--- src/rtl/ahblite_irq_ctrl.sv ---
// ---------------------------------------------------------------------------
// ahblite_irq_ctrl
//
// AHB-Lite slave interrupt controller. It captures rising edges of the
// peripheral interrupt inputs into a pending register and masks them with a
// software enable register. It drives one registered CPU interrupt line and
// the {valid, index} of the lowest-numbered active source. The controller has
// zero wait states and supports word access only.
//
// Register map (byte offsets, HADDR[4:2] decoded):
//   0x00 PEND    R/W1C  latched source edges
//   0x04 ENABLE  R/W    per-source mask
//   0x08 ACTIVE  RO     PEND & ENABLE
//   0x0C ID      RO     {26'b0, irq_id}
//   0x10 SWSET   WO     write-1-to-set PEND, reads 0
//   others              read 0, writes ignored
//
// Ports:
//   HCLK, HRESETn        clock, asynchronous active-low reset
//   HSEL .. HREADY       AHB-Lite slave inputs (HSIZE/HPROT ignored)
//   HREADYOUT, HRESP     always ready, always OKAY
//   HRDATA               read data, combinational from the latched address
//   irq_src[NUM_SRC]     peripheral interrupt inputs (pulse or level)
//   irq_out              registered interrupt to the CPU
//   irq_id[5:0]          {valid, index[4:0]}, registered with irq_out
//
// Build option:
//   IRQ_SYNC_EN  when defined, irq_src passes through a 2-flop synchroniser
//                before edge detection, which adds 2 cycles of latency.
// ---------------------------------------------------------------------------
module ahblite_irq_ctrl #(
    parameter int NUM_SRC = 8
) (
    input  logic               HCLK,
    input  logic               HRESETn,
    input  logic               HSEL,
    input  logic [31:0]        HADDR,
    input  logic [1:0]         HTRANS,
    input  logic [2:0]         HSIZE,
    input  logic [3:0]         HPROT,
    input  logic               HWRITE,
    input  logic [31:0]        HWDATA,
    input  logic               HREADY,
    output logic               HREADYOUT,
    output logic [31:0]        HRDATA,
    output logic               HRESP,
    input  logic [NUM_SRC-1:0] irq_src,
    output logic               irq_out,
    output logic [5:0]         irq_id
);

    localparam logic [2:0] REG_PEND   = 3'd0;
    localparam logic [2:0] REG_ENABLE = 3'd1;
    localparam logic [2:0] REG_ACTIVE = 3'd2;
    localparam logic [2:0] REG_ID     = 3'd3;
    localparam logic [2:0] REG_SWSET  = 3'd4;

    logic [2:0]         addr_q,     addr_d;
    logic               wr_en_q,    wr_en_d;
    logic [NUM_SRC-1:0] pend_q,     pend_d;
    logic [NUM_SRC-1:0] enable_q,   enable_d;
    logic [NUM_SRC-1:0] src_prev_q, src_prev_d;
    logic               irq_out_q,  irq_out_d;
    logic [5:0]         irq_id_q,   irq_id_d;

    logic [NUM_SRC-1:0] src_eff;
    logic [NUM_SRC-1:0] rise;
    logic [NUM_SRC-1:0] active;
    logic [NUM_SRC-1:0] wdata;
    logic [NUM_SRC-1:0] sw_set;
    logic [NUM_SRC-1:0] sw_clr;
    logic               wr_commit;

    // Bus inputs that carry no information for a word-only, 8-register slave.
    logic unused_bits;
    assign unused_bits = ^{HSIZE, HPROT, HADDR[31:5], HADDR[1:0], HTRANS[0], HWDATA};

    assign HREADYOUT = 1'b1;
    assign HRESP     = 1'b0;
    assign irq_out   = irq_out_q;
    assign irq_id    = irq_id_q;

`ifdef IRQ_SYNC_EN
    logic [NUM_SRC-1:0] sync1_q, sync2_q;

    always_ff @(posedge HCLK or negedge HRESETn) begin
        if (!HRESETn) begin
            sync1_q <= '0;
            sync2_q <= '0;
        end else begin
            sync1_q <= irq_src;
            sync2_q <= sync1_q;
        end
    end

    assign src_eff = sync2_q;
`else
    assign src_eff = irq_src;
`endif

    always_comb begin
        // NOTE: every signal written here gets a default first, so no path
        // leaves it unassigned and no latch is inferred.
        addr_d     = addr_q;
        wr_en_d    = 1'b0;
        wr_commit  = wr_en_q & HREADY;
        wdata      = HWDATA[NUM_SRC-1:0];
        sw_clr     = '0;
        sw_set     = '0;
        enable_d   = enable_q;
        irq_id_d   = '0;

        // Address phase: latch the register select and direction.
        if (HSEL && HREADY && HTRANS[1]) begin
            addr_d  = HADDR[4:2];
            wr_en_d = HWRITE;
        end

        if (wr_commit) begin
            case (addr_q)
                REG_PEND:   sw_clr   = wdata;
                REG_ENABLE: enable_d = wdata;
                REG_SWSET:  sw_set   = wdata;
                default:    ;
            endcase
        end

        rise       = src_eff & ~src_prev_q;
        src_prev_d = src_eff;

        // Sets are ORed in after the clear so an edge arriving in the same
        // cycle as a W1C survives.
        pend_d = (pend_q & ~sw_clr) | rise | sw_set;

        active    = pend_q & enable_q;
        irq_out_d = |active;

        // Scan downwards so the lowest active index is the last one written.
        for (int i = NUM_SRC - 1; i >= 0; i--) begin
            if (active[i]) begin
                irq_id_d = {1'b1, 5'(i)};
            end
        end
    end

    always_ff @(posedge HCLK or negedge HRESETn) begin
        if (!HRESETn) begin
            addr_q     <= '0;
            wr_en_q    <= 1'b0;
            pend_q     <= '0;
            enable_q   <= '0;
            src_prev_q <= '0;
            irq_out_q  <= 1'b0;
            irq_id_q   <= '0;
        end else begin
            // NOTE: non-blocking assignments so every flop samples the
            // pre-edge value of the others, independent of statement order.
            addr_q     <= addr_d;
            wr_en_q    <= wr_en_d;
            pend_q     <= pend_d;
            enable_q   <= enable_d;
            src_prev_q <= src_prev_d;
            irq_out_q  <= irq_out_d;
            irq_id_q   <= irq_id_d;
        end
    end

    // Read mux: upper bits stay 0 for NUM_SRC < 32 and for SWSET/unmapped.
    always_comb begin
        HRDATA = '0;
        case (addr_q)
            REG_PEND:   HRDATA[NUM_SRC-1:0] = pend_q;
            REG_ENABLE: HRDATA[NUM_SRC-1:0] = enable_q;
            REG_ACTIVE: HRDATA[NUM_SRC-1:0] = active;
            REG_ID:     HRDATA[5:0]         = irq_id_q;
            default:    ;
        endcase
    end

endmodule
--- config.mk ---
export PLATFORM = sky130hd
export DESIGN_NAME = ahblite_irq_ctrl
export DESIGN_NICKNAME = d
export VERILOG_FILES = /design/src/rtl/ahblite_irq_ctrl.sv
export SDC_FILE = /design/constraint.sdc
export NUM_CORES = 1
export LEC_CHECK = 0
export ABC_CLOCK_PERIOD_IN_PS = 1400
export CAP_MARGIN = 20
export CORE_ASPECT_RATIO = 1.1
export CORE_MARGIN = 3
export CORE_UTILIZATION = 32
export CTS_BUF_LIST = sky130_fd_sc_hd__clkbuf_16
export CTS_CLUSTER_DIAMETER = 80
export DETAILED_ROUTE_END_ITERATION = 16
export GPL_ROUTABILITY_DRIVEN = 0
export PLACE_DENSITY_LB_ADDON = 0.3
export SETUP_SLACK_MARGIN = 0.4
export SLEW_MARGIN = 20
export SYNTH_ARGS = -nofsm -noshare
export SYNTH_HDL_FRONTEND = slang
export SYNTH_SLANG_ARGS = --single-unit
--- constraint.sdc ---
create_clock -name HCLK -period 1.4 [get_ports HCLK]
set_input_delay 0.21 -clock HCLK [delete_from_list [all_inputs] [get_ports HCLK]]
set_output_delay 0.21 -clock HCLK [all_outputs]
set_load 0.005 [all_outputs]
======== Word level (Yosys, flattened, before mapping) ========
Cells that the tools add are included.
cells by class
  add/subtract/negate cells ............... 0
  multiply operators ...................... 0
  divide/modulo/power cells ............... 0
  order comparisons ....................... 0
  equality and inequality tests ........... 4
  shift operators ......................... 0
  multiplexer cells ....................... 15
  bitwise operators ....................... 8
  reductions and logical operators ........ 5
operator list
  cell                                                                   count
  6-bit two-way mux                                                      8
  8-bit two-way mux                                                      4
  8-bit bitwise AND                                                      3
  6-bit one-hot mux with 4 select lines                                  1
  8-bit NOT                                                              2
  8-bit OR                                                               2
  8-bit OR reduction                                                     1
  3-bit by 2-bit equality test with 1-bit output, second input constant  2
  2-bit one-hot mux with 3 select lines                                  1
  3-bit by 1-bit equality test with 1-bit output, second input constant  1
  3-bit equality test, second input constant                             1
  3-bit logical NOT                                                      1
  1-bit logical AND                                                      2
  2-bit AND reduction                                                    1
  1-bit bitwise AND                                                      1
  1-bit two-way mux                                                      1
word-level totals
  flip-flop bits (word level) ............. 35
  latch bits .............................. 0
  memory bits (writable) .................. 0
  memory bits (read-only) ................. 0
  bits of input ports ..................... 86
  output and inout bits ................... 41
  logic and storage cells ................. 39
  memories kept ........................... 0

======== Depth between registers and ports, before layout ========
  word-level depth ........................ 9
  gate-level depth with buffers ........... 5
  depth with buffers taken out ............ 3

======== Worst setup path before layout ========
OpenSTA, ideal clock, no wires.
  path kind ............................... flip-flop to flip-flop
  start ................................... register addr_q[1]
  end ..................................... register enable_q[0]
  data arrival time ....................... 1.235 ns
  required time ........................... 1.275 ns
  setup slack ............................. 0.040 ns
  stages on the path, launching flop included .. 5
  path through ............................ dfrtp_1 and2b_4 and4b_1 buf_6 mux2_4
on the way
  cells in the longest elaborated chain, start to end .. 2
ends and longest elaborated chain
  what                                            line  text
  from (decl)                                     58    logic [2:0] addr_q, addr_d;
  from (signal assigned)                          158   addr_q <= addr_d;
  3-bit by 1-bit equality test with 1-bit output  120   case (addr_q)
  2-bit AND reduction (no source line)            n/a
  to (signal assigned)                            161   enable_q <= enable_d;
  to (decl)                                       61    logic [NUM_SRC-1:0] enable_q, enable_d;
No other way between the ends.
A chain may end at the register's enable or synchronous reset.

======== Final worst setup path ========
  start ................................... register addr_q[0]
  end ..................................... output HRDATA[1]
on the way
  cells in the longest elaborated chain, start to end .. 2
  elaborated cells on any way between the ends .. 5
  classes of those cells .................. eq/ne (3); mux (1); reduce/logical (1)
ends and longest elaborated chain
  what                                                                          line  text
  3-bit by 2-bit equality test with 1-bit output, or another cell as far along  171   case (addr_q)
  6-bit one-hot mux with 4 select lines *                                       171
  to (decl)                                                                     45    output logic [31:0] HRDATA,
Every way passes the cells marked *; elsewhere a longest branch is shown, timed or not.

==> flow_summary_export.csv <==
group,metric,value,unit
global_route,grt_max_degree,34,
setup_path,crit_path_start_kind,"flip-flop",
cts,tritoncts,"yes",
layout,util_after_layout,0.566,
sta,report.final.slew_viol_count,0,
setup_path,critical_path_s_top_delay_family,"flip-flops",
layout,finish.net_count,345,
setup_path,crit_cells,6,
synth,cell_taking_the_most_area_after_synthesis,"dfrtp_1",
layout,num-fill-cells,460,
synth,main_area_contributors_after_synthesis,"dfrtp_1, buf_4, mux2_4",
cts,tritoncts.num_buffers,5,
sta,finalClockSkew,0.00628,ns
setup_path,timing.setup.critical_path_class,"reg -> out",
drt,vias,1568,
floorplan,height_of_the_die,84.5,µm
sta,post-route-worst-setup-slack,-0.299,ns
setup_path,timing.critical_path.fanout_max,4,
synth,post_synth_num_cell_types,33,
synth,post-synth-top-area-fraction,0.461,
run_status,violated_checks,"setup timing",
layout,flow.area_growth_from_synthesis,64.2,%
sta,rsz0062_at_grt,"true",
cts,cts.root.buffer_cell,"clkbuf_16",
synth,synth_flop_cell,"dfrtp_1",
drt,avg_wl_per_cell,15.7,µm
setup_path,critical-path-slowest-cell,"dfrtp_2",
layout,ff_latch_area,828,µm²
drt,dr.first_iter.drc_count,100,
drt,route.detailed.drc,0,
cts,insertion_delay,0.27,ns
run,max_capacitance_violation_count,0,
global_route,globalRouteTotalUtil,0.150,
global_route,number_of_antenna_violations_at_the_first_check_in_global_routing,0,
layout,drive_above_1_share,0.496,
sta,finalHoldViolCount,0,
cts,clk_path_buf_depth,2,
synth,yosysSeqAreaShare,0.461,
floorplan,design.portCount,127,
power_and_ir_drop,proportion_of_power_drawn_by_flip_flops_and_latches,0.328,
power_and_ir_drop,cell_internal_pwr,2590,µW
sta,setup_violations,24,
floorplan,initial_cell_density_of_the_core,0.344,
drt,totalWireLength,5.19,mm
place,dp_wirelength,3.33,mm
setup_path,cp_num_buf_inv,3,
sta,max_freq,588,MHz
min_path,worst_hold_path.num_cells,3,
floorplan,number_of_rows_in_the_core_area,27,
cts,sink_count,33,
synth,netlist_top_cells_count,"dfrtp_1, buf_4, a21oi_1, nand2_1",
power_and_ir_drop,p_leak,0.00132,µW
power_and_ir_drop,comb_power_share,0.400,
drt,ratio_of_routed_vias_to_standard_cells,4.75,
min_path,worst_hold_path_class,"in -> reg",
layout,diode_count,0,
sta,whs,0.274,ns
setup_path,reg2regPathDepth,4,
power_and_ir_drop,share_clk_of_total_power,0.272,
setup_path,worst_r2r_startpoint,"addr_q[1]$_DFFE_PN0P_",
cts,clock_input_transition_at_the_sequential_cells_of_the_worst_setup_and_hold_paths,0.05,ns
global_route,vias_in_the_first_global_route,1585,
setup_path,critical_path.cell_chain,"buf_6 > buf_12 > nand2_2 > nor2_1 > nor4_2 > buf_2",
global_route,grt_first_pass_wirelength,7.74,mm
floorplan,design.core.area,5200,µm²
power_and_ir_drop,max-vdd-ir-drop,0.000675,V
synth,synth_cells,176,
sta,fin_crit,1.70,ns
setup_path,data_arrival_time_at_the_worst_slack_endpoint,1.49,ns
setup_path,cp.required,1.19,ns
synth,post-synth-top-count-cell,"dfrtp_1",
setup_path,timing.critical_path.to_type,"output port",
floorplan,design.die.area,6530,µm²
cts,htree_levels,2,
synth,netlist_area,1790,µm²
sta,layout_worst_path_cycle_share,1.21,
min_path,hold_path_start,"HTRANS[1]",
synth,number_of_enable_flip_flop_cells_after_synthesis,0,
synth,synth-warning-count,0,
run_status,outcome,"finished with violations",
synth,synth.avg_cell_area,10.2,µm²
floorplan,dieWidth,77.3,µm
layout,multiInputGateArea,1050,µm²
global_route,gr-total-overflow,0,
setup_path,critical_path.startpoint,"addr_q[0]$_DFFE_PN0P_",
place,io_buffers,37,
power_and_ir_drop,power_per_cell_area,1250,nW/µm²
synth,async_reset_ff_frac,1.00,
drt,first_pass_iters,4,
synth,ys_ff_latch,33,
power_and_ir_drop,p_switching,1080,µW
power_and_ir_drop,switching_share,0.294,
setup_path,critPathMaxStageDelay,0.43,ns
drt,post_detailed_route_count_of_antenna_violating_nets,0,
power_and_ir_drop,total_power,3670,µW
worst register-to-register path: stages, from the launching register on:
cell and delay (ns):
dfrtp_2 0.44, and2b_4 0.31, and4b_2 0.28, buf_12 0.15, mux2_4 0.30
timing repair:
item,in CTS,in global routing
pin swaps,15,32
gates resized for setup,84,48
setup endpoints to repair,37,36
hold buffers,0,0
buffers inserted,6,6
kinds of logic (layout without fill, tap and decap cells):
kind of cell | after synthesis | count (layout) | synth area share
simple gates | 47 | 47 | 0.152
other cells | 2 | 28 | 0.00419
mux | 13 | 13 | 0.0985
xor+xnor | 1 | 1 | 0.00489
compound gates | 36 | 36 | 0.122
flops | 33 | 33 | 0.461
buf+inv | 44 | 100 | 0.158
power by group through the flow:
stage	sequential, µW	clock [µW]	combinational [µW]
2_1_floorplan	1190	0	536
5_1_grt	1210	1060	1580
4_1_cts	1190	1020	1280
3_3_place_gp	1200	0	1080
6_report	1200	1000	1470
3_5_place_dp	1210	0	1100
sequential cells by signal (all words and copies together), names as in the netlist:
name        flops
src_prev_q      8
irq_id          4
enable_q        8
pend_q          8
addr_q          3
wr_en_q         1
irq_out         1
cell type report:
class	instances	share of cell area
repair buffers	85	0.276
multi-input cells	125	0.357
clock buffers	5	0.0425
well taps	72	0.0306
flip-flops and latches	33	0.281
clock inverters	1	0.00170
inverters	9	0.0115
final timing paths:
check	end	slack, ns
worst min-delay path	wr_en_q$_DFF_PN0_	0.27
worst min register to register	pend_q[7]$_DFF_PN0_	0.43
max in group asynchronous	addr_q[0]$_DFFE_PN0P_	0.89
worst max-delay path	HRDATA[1]	-0.30
min in group asynchronous	irq_out$_DFF_PN0_	0.31
worst max register to register	enable_q[6]$_DFFE_PN0P_	-0.20
stage by stage:
step	setup TNS [ns]	cell area (µm²)	worst slack [ns]	instances
CTS	-4.29	2750	-0.376	324
finish	-4.02	2940	-0.299	330
global placement	-6.22	2430	-0.407	312
global route	-5.08	2940	-0.342	330
floorplan	0	1930	0.0541	202
detailed placement	-6.62	2430	-0.405	312
placed cells by master, fill, tap and decap left out, types with 5 or more instances in the layout:
cell type	count
conb_1	28
mux2_4	9
buf_4	24
buf_2	8
a21oi_2	13
dfrtp_1	31
o22ai_1	8
clkbuf_16	5
inv_1	9
nor2_1	5
nand2_1	9
nor3b_2	7
clkdlybuf4s50_1	22
buf_6	23
metal layers:
metal,wire length [µm],track usage
met1,2210,0.196
met2,2670,0.248
met3,223,0.0290
met4,88,0.0534
met5,0,0
Note: power is estimated with default switching activity, not from simulation.
